[config.mk]
export PLATFORM = sky130hd
export DESIGN_NAME = bcd_to_bin
export DESIGN_NICKNAME = d
export VERILOG_FILES = /design/src/rtl/bcd_to_bin.sv
export SDC_FILE = /design/constraint.sdc
export NUM_CORES = 1
export LEC_CHECK = 0
export CAP_MARGIN = 20
export CORE_MARGIN = 3
export CORE_UTILIZATION = 28
export CTS_CLUSTER_DIAMETER = 60
export DETAILED_ROUTE_END_ITERATION = 10
export PLACE_DENSITY_LB_ADDON = 0.08
export RECOVER_POWER = 50
export SLEW_MARGIN = 20
export SYNTH_ARGS = -nofsm -noshare
export SYNTH_HDL_FRONTEND = slang
export SYNTH_SLANG_ARGS = --single-unit
[constraint.sdc]
create_clock -name sys_clk -period 1.9 [get_ports sys_clk]
set_input_delay 0.19 -clock sys_clk [delete_from_list [all_inputs] [get_ports sys_clk]]
set_output_delay 0.19 -clock sys_clk [all_outputs]
set_load 0.01 [all_outputs]
[src/rtl/bcd_to_bin.sv]
// Sequential 6-digit packed-BCD to 20-bit binary converter (reverse double-dabble).
// One word every 41 cycles: 20 shift steps interleaved with 19 per-digit minus-3 corrections.
module bcd_to_bin (
  input  logic        sys_clk,
  input  logic        sys_rst_n,
  input  logic [23:0] bcd_in,
  input  logic        bcd_valid,
  output logic        bcd_ready,
  output logic [19:0] data_out,
  output logic        data_valid,
  output logic        bcd_err
);

  typedef enum logic [1:0] {
    IDLE   = 2'd0,
    SHIFT  = 2'd1,
    ADJUST = 2'd2,
    OUT    = 2'd3
  } state_t;

  localparam logic [4:0] NUM_SHIFTS = 5'd20;

  state_t      state_q;
  logic [43:0] work_q;
  logic [4:0]  cnt_q;
  logic        err_q;
  logic [19:0] data_out_q;
  logic        data_valid_q;
  logic        bcd_err_q;

  logic [43:0] work_adj_d;
  logic [4:0]  cnt_d;
  logic        in_err_d;

  // NOTE: every always_comb output gets a default first so no path leaves it unassigned (no latch).
  always_comb begin
    work_adj_d = work_q;
    in_err_d   = 1'b0;
    for (int i = 0; i < 6; i++) begin
      if (work_q[20 + 4*i +: 4] >= 4'd8) begin
        work_adj_d[20 + 4*i +: 4] = work_q[20 + 4*i +: 4] - 4'd3;
      end
      if (bcd_in[4*i +: 4] > 4'd9) begin
        in_err_d = 1'b1;
      end
    end
    cnt_d = cnt_q + 5'd1;
  end

  // NOTE: sequential state uses non-blocking assignments so all registers update together at the edge.
  always_ff @(posedge sys_clk or negedge sys_rst_n) begin
    if (!sys_rst_n) begin
      state_q      <= IDLE;
      work_q       <= '0;
      cnt_q        <= '0;
      err_q        <= 1'b0;
      data_out_q   <= '0;
      data_valid_q <= 1'b0;
      bcd_err_q    <= 1'b0;
    end else begin
      data_valid_q <= 1'b0;
      bcd_err_q    <= 1'b0;
      case (state_q)
        IDLE: begin
          if (bcd_valid) begin
            work_q  <= {bcd_in, 20'd0};
            cnt_q   <= '0;
            err_q   <= in_err_d;
            state_q <= SHIFT;
          end
        end
        SHIFT: begin
          work_q  <= work_q >> 1;
          cnt_q   <= cnt_d;
          state_q <= (cnt_d == NUM_SHIFTS) ? OUT : ADJUST;
        end
        ADJUST: begin
          work_q  <= work_adj_d;
          state_q <= SHIFT;
        end
        OUT: begin
          // A word with a non-decimal digit still runs the full sequence; its result is forced to zero.
          data_out_q   <= err_q ? 20'd0 : work_q[19:0];
          bcd_err_q    <= err_q;
          data_valid_q <= 1'b1;
          state_q      <= IDLE;
        end
        default: state_q <= IDLE;
      endcase
    end
  end

  assign bcd_ready  = (state_q == IDLE);
  assign data_out   = data_out_q;
  assign data_valid = data_valid_q;
  assign bcd_err    = bcd_err_q;

endmodule

**After elaboration in Yosys (flattened, before gate mapping)**

Index checks and enable logic that the tools add are counted.

- Input bits: 27
- Register bits after elaboration: 74
- Word-level logic and storage cells: 78
- Output and inout bits: 23
- RAM bits: 0
- Memories: 0
- Latch bits: 0
- Memory bits (read-only): 0

- Equal/unequal tests: 11
- Mux-type cells: 22
- Reductions and logical operators: 12
- Bitwise logic cells: 1
- Order comparisons: 12
- Add/sub/neg operators: 7
- Multipliers: 0
- Shift-type cells: 0
- Divide/modulo/power cells: 0

Operators by type and width:

| operator | number |
|---|---|
| $pmux 44 s3 | 1 |
| $mux 44 | 1 |
| $ge 4x4->1 const B | 6 |
| $gt 4x4->1 const B | 6 |
| $mux 4 | 6 |
| $sub 4x2->4 const B | 6 |
| $reduce_and 3->1 | 7 |
| $mux 20 | 1 |
| $ne 2x2->1 const B | 7 |
| $pmux 5 s2 | 1 |
| $mux 1 | 9 |
| $pmux 2 s4 | 1 |
| $add 5x1->5 const B | 1 |
| $eq 5x5->1 const B | 1 |
| $mux 5 | 1 |
| $eq 2x2->1 const B | 2 |
| $reduce_and 2->1 | 2 |
| $reduce_bool 3->1 | 1 |
| $eq 2x1->1 const B | 1 |
| $logic_not 2->1 | 1 |
| $mux 2 | 1 |
| $reduce_bool 2->1 | 1 |
| $not 1->1 | 1 |

**Longest topological paths before layout**

Gate-level depths: netlist of run 1.

- Depth in word-level cells: 7
- Gate-level depth with buffers: 7
- Gate-level depth less buffers: 5

**Worst setup path before layout of run 1**

OpenSTA, ideal clock, no wires.

- Path type: register -> register
- Start point: reg state_q[0]
- End point: reg work_q[10]
- Path buffers: 1
- Required time: 1.771 ns
- Period minus slack after synthesis: 1.683 ns
- Path slack: 0.217 ns
- Library setup time: 0.129 ns
- Arrival: 1.554 ns
- Stages on the path, launching flop included: 7
- Cells stage by stage: dfrtp_1 -> inv_1 -> ha_1 -> mux2i_1 -> or2_0 -> clkbuf_2 -> o21ai_0

- Word-level cells in the longest chain between the ends: 3
- Elaborated cells between the ends (all ways): 8
- Classes of those cells: eq/ne: 3; mux: 1; bitwise: 1; reduce/logical: 3

Ends and longest elaborated chain:

| item | line | RTL |
|---|---|---|
| start: declaration | 23 | `state_t state_q;` |
| start signal: assignment | 75 | `state_q <= (cnt_d == NUM_SHIFTS) ? OUT : ADJUST;` |
| $logic_not 2->1 (*) | -- |  |
| named net bcd_ready | 8 | `output logic bcd_ready,` |
| $ne 2x2->1 (no source line) or $reduce_bool 2->1 (tied branches) | -- |  |
| $reduce_and 3->1 (no source line) | -- |  |
| end signal: assignment | 66 | `work_q <= {bcd_in, 20'd0};` |
| end signal: assignment | 73 | `work_q <= work_q >> 1;` |
| end signal: assignment | 78 | `work_q <= work_adj_d;` |
| end: declaration | 24 | `logic [43:0] work_q;` |

The timed path passes the listed nets; every way through them passes the cells marked *.
A chain may end at the register's enable or synchronous reset.

**Final worst setup path of run 1**

- Start point: reg state_q[0]
- End point: reg work_q[22]

- Word-level cells in the longest chain between the ends: 3
- Elaborated cells between the ends (all ways): 8
- Classes of those cells: eq/ne: 4; mux: 1; reduce/logical: 3

Ends and longest elaborated chain:

| item | line | RTL |
|---|---|---|
| $eq 2x2->1, or another cell as far along | 63 | `case (state_q)` |
| $ne 2x2->1 (no source line) or $reduce_bool 3->1 (tied branches) | -- |  |
| $reduce_and 3->1 (no source line) | -- |  |

Several ways; a longest one is shown, not always the timed one.

==> impl_metrics.ini, run 1 <==
[global_routing]
grt_antenna_before_repair = 0
grt_usage_pct = 14.32
grt_max_degree = 41
grt-ovfl-total = 0
grt_pass1_wl_um = 16860
grt_pass1_vias = 3265

[power_and_ir_drop]
power.internal_uw = 4728
p_leak_uw = 0.002084
power.switching_uw = 3237
swShare_pct = 40.64
p_comb_share_pct = 48.3
peakVddDrop_uv = 668.6
pwr-share-seq_pct = 30.2
power.density_nw_per_um2 = 1606
clock_power_share_pct = 21.5
power_uw = 7966

[timing]
finalCritPeriodShare_pct = 94.46
rsz0062_at_grt = false
holdWs_ns = 0.4657
worst_pin_slew_ns = 0.9696
finClkSkew_ns = 0.004352
setup_viol = 0
hold_viol = 0
tns_ns = 0
relSlewSlack_pct = 35.36
fin_crit_ns = 1.795
max_clock_freq_mhz = 557.2
drv_slew = 0

[drt]
via_count = 3190
wirelength_um = 10080
drtIter0Drc = 203
wl_per_cell_um = 15.55
viasPerCell = 4.923
drtPass1Iterations = 4
drtAntennaViolNets = 0
drc = 0

[logic_synthesis]
synth_commonest_cells = dfrtp_1 (74), o21ai_0 (59), nand2_1 (49), inv_1 (37), nor2_1 (24)
synth_top_area_cell = dfrtp_1
synthArstFlopShare_pct = 100.0
yosys.area.top_type_share_pct = 47.76
synth_nets = 459
yosys_warnings = 0
synth_seq_cells = 74
synth_most_common_cell = dfrtp_1
synth_cell_types = 38
avgSynthCellArea_sq_um = 9.343
ys.flop_type = dfrtp_1
synthCells = 415
syn_area_sq_um = 3877
seq_area_frac_synth_pct = 47.76
synth_edf_count = 0
synth.area.top_cells = dfrtp_1 (48%), o21ai_0 (7.6%), ha_1 (5.5%)

[worst_setup_path]
path_cells = inv_1, ha_2, buf_12, clkinv_1, buf_4, a221oi_1, o41ai_1
critPathMaxStageDelay_ns = 0.39
crit_type = reg2reg
reg2reg_slack_ns = 0.11
worstPathRequired_ns = 2.11
arrival_ns = 2.00
worstSetupEndpointType = flip-flop
critPathMaxFanout = 30
crit_slowest_cell = dfrtp_1
startpoint_type = flip-flop

[final_layout]
antenna_cells = 0
drive_above_1_share_pct = 8.263
seq_area_sq_um = 1852
nets = 511
fill_cells = 1373
area_growth_pct = 27.91
finish.utilization_pct = 37.01
multi_input_area_sq_um = 1728

[floorplanning]
num_rows = 42
die_area_sq_um = 15300
die_y_um = 123.7
start_util_pct = 28.94
core_sq_um = 13400
die_x_um = 123.7
io_pins = 50

[clocking]
path_clk_slew_ns = 0.06
numCtsBuffers = 9
post_cts_buffers = 0
cts_sinks = 74
cts_max_path_buffers = 2
clkLatencyLatePin_ns = 0.34
cts_tree = built
root_buffer = clkbuf_16
cts.htree.levels = 3

[hold_path]
hold_class = in2reg

[place]
portBuffers = 49
dp.final_hpwl_um = 6788
place_congestion = 0.7437

[run]
drv_cap = 0

[status]
status = complete, no violations
-- worst max-delay path, delay by kind of cell, from the launching register on --
kind                       cells  cell delay [ns]
DFF                            1             0.39
buffers and inverters          4             0.54
AOI/OAI and AO/OA              2             0.40
adders and majority gates      1             0.34
-- per-layer routing --
layer | GRT usage (%) | share of wire (%)
met5 | 0 | 0
met4 | 5.882 | 1.6
met3 | 3.315 | 5.3
met2 | 23.05 | 48
met1 | 18.52 | 45
-- cell usage in the layout (no fill, tap or decap), types with 16 or more instances in the layout --
master,instances
clkdlybuf4s50_1,40
inv_1,37
o41ai_1,19
nor2_1,24
ha_1,16
o21ai_0,59
nand2_1,49
o31ai_1,19
a221oi_1,17
dfrtp_1,74
-- state kept, by name (all words and copies together) (netlist names) --
| name | flops |
|---|---|
| work_q | 44 |
| data_out | 20 |
| bcd_err | 1 |
| state_q | 2 |
| cnt_q | 5 |
| data_valid | 1 |
| err_q | 1 |
-- cells by family (layout without fill, tap and decap cells) --
logic type,Yosys count,after routing,share of synthesized area (%)
AOI/OAI and AO/OA,147,147,25.11
xor gates and xnor gates,8,8,1.807
adders and majority gates,17,17,5.486
buffers and inverters,69,126,7.905
DFF,74,74,47.76
muxes,3,3,0.7745
and+or+nand+nor,97,97,11.17
-- final timing paths --
path / startpoint / to / cells past startpoint
max: state_q[0] / work_q[22] / 7
min: bcd_in[20] / work_q[40] / 3
max reg2reg: state_q[0] / work_q[22] / 7
min reg2reg: work_q[0] / data_out[0] / 2
max in group asynchronous: sys_rst_n / work_q[29] / 3
min in group asynchronous: sys_rst_n / data_out[4] / 2
-- power by group through the flow --
| stage | Combinational (uW) | Clock, uW | Sequential, uW |
|---|---|---|---|
| 4_1_cts | 3930 | 1790 | 2400 |
| 3_5_place_dp | 3920 | 0 | 2430 |
| 6_report | 3850 | 1720 | 2400 |
| 3_3_place_gp | 3880 | 0 | 2420 |
| 2_1_floorplan | 2660 | 0 | 2320 |
| 5_1_grt | 4300 | 1860 | 2470 |
-- repair_timing --
item / in CTS / in global routing
gates resized for setup: 1 / 2
hold buffers: 1 / 0
endpoints found under the setup margin: 1 / 2
hold endpoints to repair: 34 / 0
pin swaps: 0 / 0
-- final cells by class --
type | instances | share of cell area, %
clock inverters | 4 | 1.034
flip-flops and latches | 74 | 37.34
inverters | 38 | 2.876
repair buffers | 72 | 14.51
well taps | 176 | 4.440
multi-input cells | 272 | 34.84
clock buffers | 12 | 4.970
-- per-stage QoR --
stage / setup WS (ns) / cell area, sq um / std cells
after floorplan: 0.2170 / 3877 / 415
after global placement: 0.1585 / 4649 / 631
after detailed placement: 0.1133 / 4649 / 631
after CTS: 0.03436 / 4960 / 648
after global routing: 0.0001219 / 4960 / 648
final: 0.1054 / 4960 / 648
No activity file was read; power rests on OpenSTA's default activity.
==> run 2, diff against run 1 <==
CAP_MARGIN = default   (was 20)
==> results of run 2 <==
Final layout, timing and power as in run 1 (identical DEF).
==> run 3, diff against run 2 <==
RECOVER_POWER = default   (was 50)
SLEW_MARGIN = default   (was 20)
==> impl_metrics.ini, run 3 (same netlist as run 1, synthesis figures left out) <==
[clocking]
cts_tree = built
cts_sinks = 74
path_clk_slew_ns = 0.06
cts_max_path_buffers = 2
clkLatencyLatePin_ns = 0.34
post_cts_buffers = 0
cts.htree.levels = 3
root_buffer = clkbuf_16
numCtsBuffers = 9

[floorplanning]
num_rows = 42
die_y_um = 123.7
die_area_sq_um = 15300
start_util_pct = 28.94
core_sq_um = 13400
die_x_um = 123.7
io_pins = 50

[worst_setup_path]
critPathMaxFanout = 30
critPathMaxStageDelay_ns = 0.39
path_buf_inv = 4
crit_type = reg2reg
worstSetupEndpointType = flip-flop
worstPathRequired_ns = 2.11
crit_slowest_cell = dfrtp_1
cp_top_family = buffers and inverters
path_cells = inv_1, ha_2, buf_12, clkinv_1, buf_4, a221oi_1, o41ai_1
startpoint_type = flip-flop
arrival_ns = 2.01

[power_and_ir_drop]
power_uw = 7982
peakVddDrop_uv = 666.5
p_leak_uw = 0.002067
power.density_nw_per_um2 = 1606

[final_layout]
antenna_cells = 0
largest_reg_flops = 44
drive_above_1_share_pct = 8.475
final_cell_mix = dfrtp_1 (74), o21ai_0 (59), nand2_1 (49), clkdlybuf4s50_1 (47), inv_1 (37)
nets = 511
final_cell_count_no_fill = 648
fill_cells = 1371
layout_commonest_cell = dfrtp_1
area_growth_pct = 28.14
top_register = work_q

[drt]
drtAntennaViolNets = 0
drtIter0Drc = 202
drtPass1Iterations = 4
wl_per_cell_um = 15.55
drc = 0
viasPerCell = 4.923
via_count = 3190
wirelength_um = 10080

[timing]
rsz0062_at_grt = false
drv_slew = 0
finClkSkew_ns = 0.005071
hold_viol = 0
relSlewSlack_pct = 66.62
holdWs_ns = 0.3593
setup_viol = 0
tns_ns = 0
worst_pin_slew_ns = 0.5007
fin_crit_ns = 1.796
max_clock_freq_mhz = 556.7
finalCritPeriodShare_pct = 94.54

[global_routing]
grt_antenna_before_repair = 0
grt_pass1_vias = 3265
grt-ovfl-total = 0
grt_max_degree = 41
grt_usage_pct = 14.32
grt_pass1_wl_um = 16860

[place]
dp.final_hpwl_um = 6788
dpl.cell_count = 631
portBuffers = 49
place_congestion = 0.7437

[hold_path]
hold_class = in2async

[run]
drv_cap = 0

[status]
status = complete, no violations
==> run 3: repair_timing <==
| item | 4_1_cts | 5_1_grt |
|---|---|---|
| resized for setup | 1 | 2 |
| endpoints found under the setup margin | 1 | 2 |
| hold buffers | 1 | 0 |
| endpoints found under the hold margin | 34 | 0 |
==> run 3: worst paths after layout <==
kind	slack, ns	startpoint	to	depth (start not counted)
worst min register to register	0.49	work_q[0]	data_out[0]	2
max in group asynchronous	0.94	sys_rst_n	work_q[42]	3
worst max-delay path	0.10	state_q[0]	work_q[22]	7
worst max register to register	0.10	state_q[0]	work_q[22]	7
worst min-delay path	0.36	sys_rst_n	data_out[4]	2
min in group sys_clk	0.47	bcd_in[20]	work_q[40]	3
==> run 3: where the power goes <==
group          total (uW)  switching (uW)  internal, uW
Combinational        3860            2150          1710
Clock                1710             661          1050
Sequential           2400             417          1990
Total                7980            3230          4750
==> run 3: per-layer routing <==
| layer | track usage, % | wire [um] | vias to the layer above |
|---|---|---|---|
| met1 | 18.52 | 4496 | 1533 |
| met4 | 5.882 | 160 | 0 |
| met2 | 23.05 | 4892 | 69 |
| met5 | 0 | 0 | - |
| met3 | 3.315 | 527 | 9 |
| li1 | - | - | 1579 |
==> run 3: final cells by class <==
class	instances	area (sq um)	area share, %
clock inverters	4	51.30	1.032
repair buffers	72	728.2	14.66
inverters	38	142.6	2.871
well taps	176	220.2	4.432
flip-flops and latches	74	1852	37.27
clock buffers	12	246.5	4.961
multi-input cells	272	1728	34.78
==> run 3: worst reg2reg max path, cell delays in order, from the launching register on <==
cell and delay, ns:
dfrtp_1 0.39, inv_1 0.08, ha_2 0.34, buf_12 0.18, clkinv_1 0.11, buf_4 0.17, a221oi_1 0.28, o41ai_1 0.12
==> run 3: stage by stage <==
step           instance area, sq um  setup slack [ns]  util [%]
2_1_floorplan                  3877            0.2170         -
3_3_place_gp                   4649            0.1585     34.70
3_5_place_dp                   4649            0.1133     34.70
4_1_cts                        4960           0.03436     37.01
5_1_grt                        4969         0.0001219     37.08
6_report                       4969            0.1038     37.08
